$ cat src/rtl/mem_arbiter_if.sv
// mem_arbiter_if: IFU, LSU and shared-memory channels of the arbiter.
// slave = arbiter side, master = requesters/memory side.
interface mem_arbiter_if;
  logic        ifu_req_valid;
  logic        ifu_req_ready;
  logic [31:0] ifu_addr;
  logic        ifu_resp_valid;
  logic [31:0] ifu_rdata;
  logic        ifu_resp_err;

  logic        lsu_req_valid;
  logic        lsu_req_ready;
  logic [31:0] lsu_addr;
  logic        lsu_wen;
  logic [31:0] lsu_wdata;
  logic [3:0]  lsu_wmask;
  logic        lsu_resp_valid;
  logic [31:0] lsu_rdata;
  logic        lsu_resp_err;

  logic        mem_req_valid;
  logic        mem_req_ready;
  logic [31:0] mem_addr;
  logic        mem_wen;
  logic [31:0] mem_wdata;
  logic [3:0]  mem_wmask;
  logic        mem_resp_valid;
  logic [31:0] mem_rdata;

  modport slave (
    input  ifu_req_valid, ifu_addr,
    output ifu_req_ready, ifu_resp_valid, ifu_rdata, ifu_resp_err,
    input  lsu_req_valid, lsu_addr, lsu_wen, lsu_wdata, lsu_wmask,
    output lsu_req_ready, lsu_resp_valid, lsu_rdata, lsu_resp_err,
    output mem_req_valid, mem_addr, mem_wen, mem_wdata, mem_wmask,
    input  mem_req_ready, mem_resp_valid, mem_rdata
  );

  modport master (
    output ifu_req_valid, ifu_addr,
    input  ifu_req_ready, ifu_resp_valid, ifu_rdata, ifu_resp_err,
    output lsu_req_valid, lsu_addr, lsu_wen, lsu_wdata, lsu_wmask,
    input  lsu_req_ready, lsu_resp_valid, lsu_rdata, lsu_resp_err,
    input  mem_req_valid, mem_addr, mem_wen, mem_wdata, mem_wmask,
    output mem_req_ready, mem_resp_valid, mem_rdata
  );
endinterface

$ cat src/rtl/mem_arbiter.sv
// mem_arbiter: IFU/LSU arbiter onto one memory port, one txn in flight.
// LSU has priority; IFU is forced through after STARVE_LIMIT LSU grants.
module mem_arbiter #(
  parameter int STARVE_LIMIT = 4,
  parameter int TIMEOUT      = 255
) (
  input logic          clk,
  input logic          rst,
  mem_arbiter_if.slave bus
);
  localparam int SW  = (STARVE_LIMIT < 1) ? 1 : $clog2(STARVE_LIMIT + 1);
  localparam int TW0 = $clog2(TIMEOUT + 1);
  localparam int WW  = (TW0 > 8) ? TW0 : 8;
  localparam logic [SW-1:0] STARVE_MAX = SW'(STARVE_LIMIT);
  localparam logic [WW-1:0] WAIT_MAX   = WW'(TIMEOUT);

  localparam logic [1:0] S_IDLE = 2'd0;
  localparam logic [1:0] S_REQ  = 2'd1;
  localparam logic [1:0] S_WAIT = 2'd2;
  localparam logic [1:0] S_RESP = 2'd3;

  logic [1:0]    state_q, state_d;
  logic [SW-1:0] starve_q, starve_d;
  logic [WW-1:0] wcnt_q, wcnt_d;
  logic [31:0]   addr_q, addr_d;
  logic [31:0]   wdata_q, wdata_d;
  logic [31:0]   rdata_q, rdata_d;
  logic [3:0]    wmask_q, wmask_d;
  logic          wen_q, wen_d;
  logic          err_q, err_d;
  logic          own_lsu_q, own_lsu_d;

  logic idle, ifu_win, ifu_acc, lsu_acc, resp;

  assign idle    = ~rst & (state_q == S_IDLE);
  assign ifu_win = bus.ifu_req_valid &
                   (~bus.lsu_req_valid | (starve_q == STARVE_MAX));
  assign ifu_acc = idle & ifu_win;
  assign lsu_acc = idle & bus.lsu_req_valid & ~ifu_win;

  assign bus.ifu_req_ready = ifu_acc;
  assign bus.lsu_req_ready = lsu_acc;

  assign bus.mem_req_valid = ~rst & (state_q == S_REQ);
  assign bus.mem_addr      = addr_q;
  assign bus.mem_wen       = wen_q;
  assign bus.mem_wdata     = wdata_q;
  assign bus.mem_wmask     = wmask_q;

  // reset gating keeps a mid-transaction reset from leaking a response
  assign resp               = ~rst & (state_q == S_RESP);
  assign bus.ifu_resp_valid = resp & ~own_lsu_q;
  assign bus.lsu_resp_valid = resp & own_lsu_q;
  assign bus.ifu_rdata      = rdata_q;
  assign bus.lsu_rdata      = rdata_q;
  assign bus.ifu_resp_err   = err_q;
  assign bus.lsu_resp_err   = err_q;

  always_comb begin
    state_d   = state_q;
    starve_d  = starve_q;
    wcnt_d    = wcnt_q;
    addr_d    = addr_q;
    wdata_d   = wdata_q;
    rdata_d   = rdata_q;
    wmask_d   = wmask_q;
    wen_d     = wen_q;
    err_d     = err_q;
    own_lsu_d = own_lsu_q;
    unique case (state_q)
      S_IDLE: begin
        if (ifu_acc) begin
          state_d   = S_REQ;
          own_lsu_d = 1'b0;
          addr_d    = bus.ifu_addr;
          wen_d     = 1'b0;
          wdata_d   = '0;
          wmask_d   = 4'b0000;
          starve_d  = '0;
        end else if (lsu_acc) begin
          state_d   = S_REQ;
          own_lsu_d = 1'b1;
          addr_d    = bus.lsu_addr;
          wen_d     = bus.lsu_wen;
          wdata_d   = bus.lsu_wdata;
          wmask_d   = bus.lsu_wmask;
          if (bus.ifu_req_valid && starve_q != STARVE_MAX)
            starve_d = starve_q + 1'b1;
        end
      end
      S_REQ: begin
        if (bus.mem_req_ready) begin
          state_d = S_WAIT;
          wcnt_d  = '0;
        end
      end
      S_WAIT: begin
        if (bus.mem_resp_valid) begin
          state_d = S_RESP;
          rdata_d = bus.mem_rdata;
          err_d   = 1'b0;
        end else if (wcnt_q == WAIT_MAX) begin
          state_d = S_RESP;
          rdata_d = '0;
          err_d   = 1'b1;
        end else begin
          wcnt_d = wcnt_q + 1'b1;
        end
      end
      S_RESP:  state_d = S_IDLE;
      default: state_d = S_IDLE;
    endcase
  end

  always_ff @(posedge clk) begin
    if (rst) begin
      state_q   <= S_IDLE;
      starve_q  <= '0;
      wcnt_q    <= '0;
      addr_q    <= '0;
      wdata_q   <= '0;
      rdata_q   <= '0;
      wmask_q   <= '0;
      wen_q     <= 1'b0;
      err_q     <= 1'b0;
      own_lsu_q <= 1'b0;
    end else begin
      state_q   <= state_d;
      starve_q  <= starve_d;
      wcnt_q    <= wcnt_d;
      addr_q    <= addr_d;
      wdata_q   <= wdata_d;
      rdata_q   <= rdata_d;
      wmask_q   <= wmask_d;
      wen_q     <= wen_d;
      err_q     <= err_d;
      own_lsu_q <= own_lsu_d;
    end
  end
endmodule

$ cat src/flat_wrapper.sv
// flat-port wrapper written by rule: the top's interface ports become plain ports
module mem_arbiter_flat 
#(
  parameter int STARVE_LIMIT = 4,
  parameter int TIMEOUT      = 255
)
  (clk, rst, bus_ifu_req_valid, bus_ifu_addr, bus_ifu_req_ready, bus_ifu_resp_valid, bus_ifu_rdata, bus_ifu_resp_err, bus_lsu_req_valid, bus_lsu_addr, bus_lsu_wen, bus_lsu_wdata, bus_lsu_wmask, bus_lsu_req_ready, bus_lsu_resp_valid, bus_lsu_rdata, bus_lsu_resp_err, bus_mem_req_valid, bus_mem_addr, bus_mem_wen, bus_mem_wdata, bus_mem_wmask, bus_mem_req_ready, bus_mem_resp_valid, bus_mem_rdata);
  mem_arbiter_if bus_i ();
  input logic clk;
  input logic rst;
  input wire logic [$bits(bus_i.ifu_req_valid)-1:0] bus_ifu_req_valid;
  input wire logic [$bits(bus_i.ifu_addr)-1:0] bus_ifu_addr;
  output wire logic [$bits(bus_i.ifu_req_ready)-1:0] bus_ifu_req_ready;
  output wire logic [$bits(bus_i.ifu_resp_valid)-1:0] bus_ifu_resp_valid;
  output wire logic [$bits(bus_i.ifu_rdata)-1:0] bus_ifu_rdata;
  output wire logic [$bits(bus_i.ifu_resp_err)-1:0] bus_ifu_resp_err;
  input wire logic [$bits(bus_i.lsu_req_valid)-1:0] bus_lsu_req_valid;
  input wire logic [$bits(bus_i.lsu_addr)-1:0] bus_lsu_addr;
  input wire logic [$bits(bus_i.lsu_wen)-1:0] bus_lsu_wen;
  input wire logic [$bits(bus_i.lsu_wdata)-1:0] bus_lsu_wdata;
  input wire logic [$bits(bus_i.lsu_wmask)-1:0] bus_lsu_wmask;
  output wire logic [$bits(bus_i.lsu_req_ready)-1:0] bus_lsu_req_ready;
  output wire logic [$bits(bus_i.lsu_resp_valid)-1:0] bus_lsu_resp_valid;
  output wire logic [$bits(bus_i.lsu_rdata)-1:0] bus_lsu_rdata;
  output wire logic [$bits(bus_i.lsu_resp_err)-1:0] bus_lsu_resp_err;
  output wire logic [$bits(bus_i.mem_req_valid)-1:0] bus_mem_req_valid;
  output wire logic [$bits(bus_i.mem_addr)-1:0] bus_mem_addr;
  output wire logic [$bits(bus_i.mem_wen)-1:0] bus_mem_wen;
  output wire logic [$bits(bus_i.mem_wdata)-1:0] bus_mem_wdata;
  output wire logic [$bits(bus_i.mem_wmask)-1:0] bus_mem_wmask;
  input wire logic [$bits(bus_i.mem_req_ready)-1:0] bus_mem_req_ready;
  input wire logic [$bits(bus_i.mem_resp_valid)-1:0] bus_mem_resp_valid;
  input wire logic [$bits(bus_i.mem_rdata)-1:0] bus_mem_rdata;
  assign bus_i.ifu_req_valid = bus_ifu_req_valid;
  assign bus_i.ifu_addr = bus_ifu_addr;
  assign bus_ifu_req_ready = bus_i.ifu_req_ready;
  assign bus_ifu_resp_valid = bus_i.ifu_resp_valid;
  assign bus_ifu_rdata = bus_i.ifu_rdata;
  assign bus_ifu_resp_err = bus_i.ifu_resp_err;
  assign bus_i.lsu_req_valid = bus_lsu_req_valid;
  assign bus_i.lsu_addr = bus_lsu_addr;
  assign bus_i.lsu_wen = bus_lsu_wen;
  assign bus_i.lsu_wdata = bus_lsu_wdata;
  assign bus_i.lsu_wmask = bus_lsu_wmask;
  assign bus_lsu_req_ready = bus_i.lsu_req_ready;
  assign bus_lsu_resp_valid = bus_i.lsu_resp_valid;
  assign bus_lsu_rdata = bus_i.lsu_rdata;
  assign bus_lsu_resp_err = bus_i.lsu_resp_err;
  assign bus_mem_req_valid = bus_i.mem_req_valid;
  assign bus_mem_addr = bus_i.mem_addr;
  assign bus_mem_wen = bus_i.mem_wen;
  assign bus_mem_wdata = bus_i.mem_wdata;
  assign bus_mem_wmask = bus_i.mem_wmask;
  assign bus_i.mem_req_ready = bus_mem_req_ready;
  assign bus_i.mem_resp_valid = bus_mem_resp_valid;
  assign bus_i.mem_rdata = bus_mem_rdata;
  mem_arbiter #(.STARVE_LIMIT(STARVE_LIMIT), .TIMEOUT(TIMEOUT)) u_core (.clk(clk), .rst(rst), .bus(bus_i));
endmodule
$ cat config.mk
export PLATFORM = sky130hd
export DESIGN_NAME = mem_arbiter_flat
export DESIGN_NICKNAME = d
export VERILOG_FILES = /design/src/rtl/mem_arbiter_if.sv /design/src/rtl/mem_arbiter.sv /design/src/flat_wrapper.sv
export SDC_FILE = /design/constraint.sdc
export NUM_CORES = 1
export LEC_CHECK = 0
export CORE_MARGIN = 5
export CORE_UTILIZATION = 35
export DETAILED_ROUTE_END_ITERATION = 12
export PLACE_DENSITY_LB_ADDON = 0.15
export SKIP_LAST_GASP = 1
export SLEW_MARGIN = 20
export SYNTH_ARGS = -nofsm -noshare
export SYNTH_HDL_FRONTEND = slang
export SYNTH_SLANG_ARGS = --single-unit
$ cat constraint.sdc
create_clock -name clk -period 2.1 [get_ports clk]
set_input_delay 0.42 -clock clk [delete_from_list [all_inputs] [get_ports clk]]
set_output_delay 0.42 -clock clk [all_outputs]
set_load 0.005 [all_outputs]
==> key figures <==
Logic synthesis
  • Synth Net Count: about 660
  • Number of enable flip-flop cells after synthesis: 0
  • Area leader, netlist: dfxtp_1
  • Synth top area cells: dfxtp_1, a22oi_1, nor2_1
  • Avg Synthesized Cell Area: 9.699 sq um
  • Sequential area share after synthesis: 0.4676
  • Async SR Flop Fraction: 0
  • Synthesized area: 4966 sq um
  • Post-synth top area share: 0.4676
  • Distinct cells, synth: between 40 and 50
  • #FFs+latches synth: about 120
  • Ys flop type: dfxtp_1
  • Ys Warns: 0
  • Synth Instances: approximately 500

Min path
  • Hold depth: 2
  • Hold EP: u_core.bus.mem_wdata[6]
  • Worst hold path type: register to register
  • Min-delay src: u_core.bus.mem_wdata[6]

Power
  • Worst VDD drop: roughly 0.55 mV
  • Cell-internal power: ~5700 uW
  • Seq pwr share: 0.336
  • Comb pwr share: 0.329
  • Power, Total: about 8000 uW
  • P_leak: ~0.0032 uW
  • Clk network pwr share: 0.335
  • Pwr Density: 969.5 nW/um^2
  • P_sw: roughly 2400 uW
  • Sw Ratio: 0.2962

STA
  • Unrepaired setup endpoints after global routing: yes
  • Setup TNS: 0 ns
  • Slew Limit Fails: 0
  • Tcrit/Tclk final: 0.9717
  • Slew HR: 0.5966
  • Final critical-path required period: around 2.0 ns
  • Worst Max-Slew Pin Slew: between 0.6 and 0.7 ns
  • FMAX: roughly 0.49 GHz
  • Hold Violations, Final: 0
  • Setup violators final: 0
  • WHS: between 0.4 and 0.5 ns
  • Post-Route Skew: ~0.017 ns

Final layout
  • NumNets Final: slightly above 900
  • Layout cells sized above 1: 0.1242
  • Final Util: 0.5973
  • Synth-to-layout area growth: 66.94%
  • ANT cells: 0
  • Fill cells: approximately 1200

Detailed routing
  • Highest metal used: met4
  • Met2 routed WL: 7812 um
  • Final antenna-violating net count: 0
  • DR pass1 iterations: 5
  • Wl on met1: around 6200 um
  • DR vias: 4685
  • Met3 wire len: around 1400 um
  • Detailed-route DRC error count: 0
  • Starting DRC count in detailed routing: 225
  • Drt wl/cell: about 17 um
  • Vias per inst: slightly below 5
  • Routed WL: roughly 16000 um

Worst setup path
  • R2R Path End: u_core.wcnt_q[4]
  • Crit path arrival time: ~1.6 ns
  • CP required: ~1.7 ns
  • Crit-path max FO: 3
  • Reg2reg setup slack: around 0.17 ns
  • Crit Path Category: register to output pin
  • Worst setup SP type: register
  • R2R depth: 6
  • Worst Setup End Kind: output pin
  • Worst r2r src: u_core.state_q[1]

Run status
  • Status: finished clean

CTS
  • Post_cts resized: 10
  • Post-CTS Hold Fix Bufs: 0
  • Worst skew pair latency: between 0.4 and 0.5 ns
  • H-tree depth: 4
  • CTS tree: done
  • Clock slew at reported path FFs: approximately 0.05 ns
  • Clock sink count: 116
  • Cts bufs inserted: 17
  • Max Buffers Root-to-Sink: 2
  • Setup bufs post-CTS: 0
  • CTS root buf: clkbuf_16

Placement
  • RePlAce Congestion: approximately 0.81
  • Post-detail-place hpwl: around 12000 um
  • PortBufs: 278

Die
  • Core area: roughly 14000 sq um
  • Num ports: about 280
  • Starting Density: 0.3578
  • FP Rows: 43
  • Die Ht: 129.1 um
  • Die width: roughly 130 um
  • Die ar.: 16670 sq um

GRT
  • Antenna violations before repair: 0
  • First-pass GRT wire length: 24630 um
  • Grt total ovfl: 0
  • Number of global-route vias before repair: 4868
  • Pin count of the biggest net entering global routing: 66
  • GR Util All Layers: 0.1854

Run
  • Maxcap violations: 0
## placed cells by master (no fill, tap or decap), types with 7 or more instances in the layout
cell type and count:
a21oi_1 7, clkdlybuf4s50_1 272, mux2i_1 37, buf_4 21
a22oi_1 66, nor2_1 108, dfxtp_1 116, a211oi_2 31
clkbuf_16 17, nand2_1 15
## synthesized netlist by cell type (2+ instances only)
cell type  count
buf_6          3
nor2_1       108
clkbuf_1      19
dfxtp_1      116
nand3_1        5
o41ai_1        2
and4_1         2
ha_1           7
o21ai_0        2
nor2b_1        2
a211oi_1       3
a211o_1        2
buf_4         36
a21oi_1        8
buf_2         12
nor3_1         4
mux2i_1       37
nand2b_1       3
nand2_1       15
and4b_1        2
a211oi_2      31
a22oi_1       66
inv_1          8
## per-layer routing
metal	track usage	vias to the layer above
li1	-	2282
met1	0.2108	2189
met2	0.3088	190
met3	0.07585	24
met4	0.07721	0
met5	0	-
## kinds of logic (layout without fill, tap and decap cells)
logic type               Yosys count  count (layout)  share of synthesized area
AO/OA/AOI/OAI                    124             124                     0.2182
XOR/XNOR                           2               2                   0.003528
adder cells (fa/ha/maj)            7               7                    0.01764
buffers and inverters             79             340                    0.09448
flip-flops                       116             116                     0.4676
multiplexers                      37              37                    0.07458
AND/OR/NAND/NOR                  147             147                     0.1240
## power groups by stage
| stage | combinational [uW] | clock, uW | sequential, uW |
|---|---|---|---|
| floorplan | 1360 | 0 | 2750 |
| CTS | 2660 | 2780 | 2700 |
| global route | 2890 | 2880 | 2740 |
| finish | 2650 | 2690 | 2700 |
| global placement | 2560 | 0 | 2720 |
| detailed placement | 2610 | 0 | 2740 |
## critical path: stages (launching register included)
cell and delay, ns:
dfxtp_1 0.35, buf_4 0.13, ha_1 0.18, nor3b_1 0.25
dlygate4sd2_1 0.31
## final cells by class
type | instances | area, sq um | share of cell area
tap | 180 | 225.2 | 0.02717
inverter | 8 | 30.03 | 0.003622
multi-input combinational | 317 | 2205 | 0.2659
clock inverter | 14 | 131.4 | 0.01585
sequential | 116 | 2322 | 0.2801
timing repair buffer | 300 | 2948 | 0.3556
clock buffer | 18 | 429.2 | 0.05177
## worst max-delay path by stage
stage / startpoint / endpoint
after detailed placement: bus_ifu_req_valid / bus_ifu_req_ready
after global placement: bus_ifu_req_valid / bus_ifu_req_ready
after global routing: u_core.state_q[0] / bus_ifu_resp_valid
after floorplan: u_core.state_q[0] / bus_ifu_req_ready
after CTS: u_core.starve_q[1] / bus_ifu_req_ready
final: u_core.state_q[0] / bus_ifu_resp_valid
## state kept, by name (all words and copies together) (netlist names)
register	cells
u_core.bus.mem_wmask	4
u_core.bus.mem_wdata	32
u_core.wcnt_q	8
u_core.starve_q	3
u_core.bus.ifu_resp_err	1
u_core.bus.mem_wen	1
u_core.bus.ifu_rdata	32
u_core.state_q	2
u_core.bus.mem_addr	32
u_core.own_lsu_q	1
## stage by stage
step / std cells / setup WS [ns] / cell area (sq um)
4_1_cts: 953 / -0.02694 / 8294
6_report: 953 / 0.05949 / 8290
3_5_place_dp: 921 / -0.1814 / 7715
3_3_place_gp: 921 / -0.1790 / 7715
5_1_grt: 953 / -0.01991 / 8290
2_1_floorplan: 512 / 0.2649 / 4966
(Power assumes the default switching activity.)
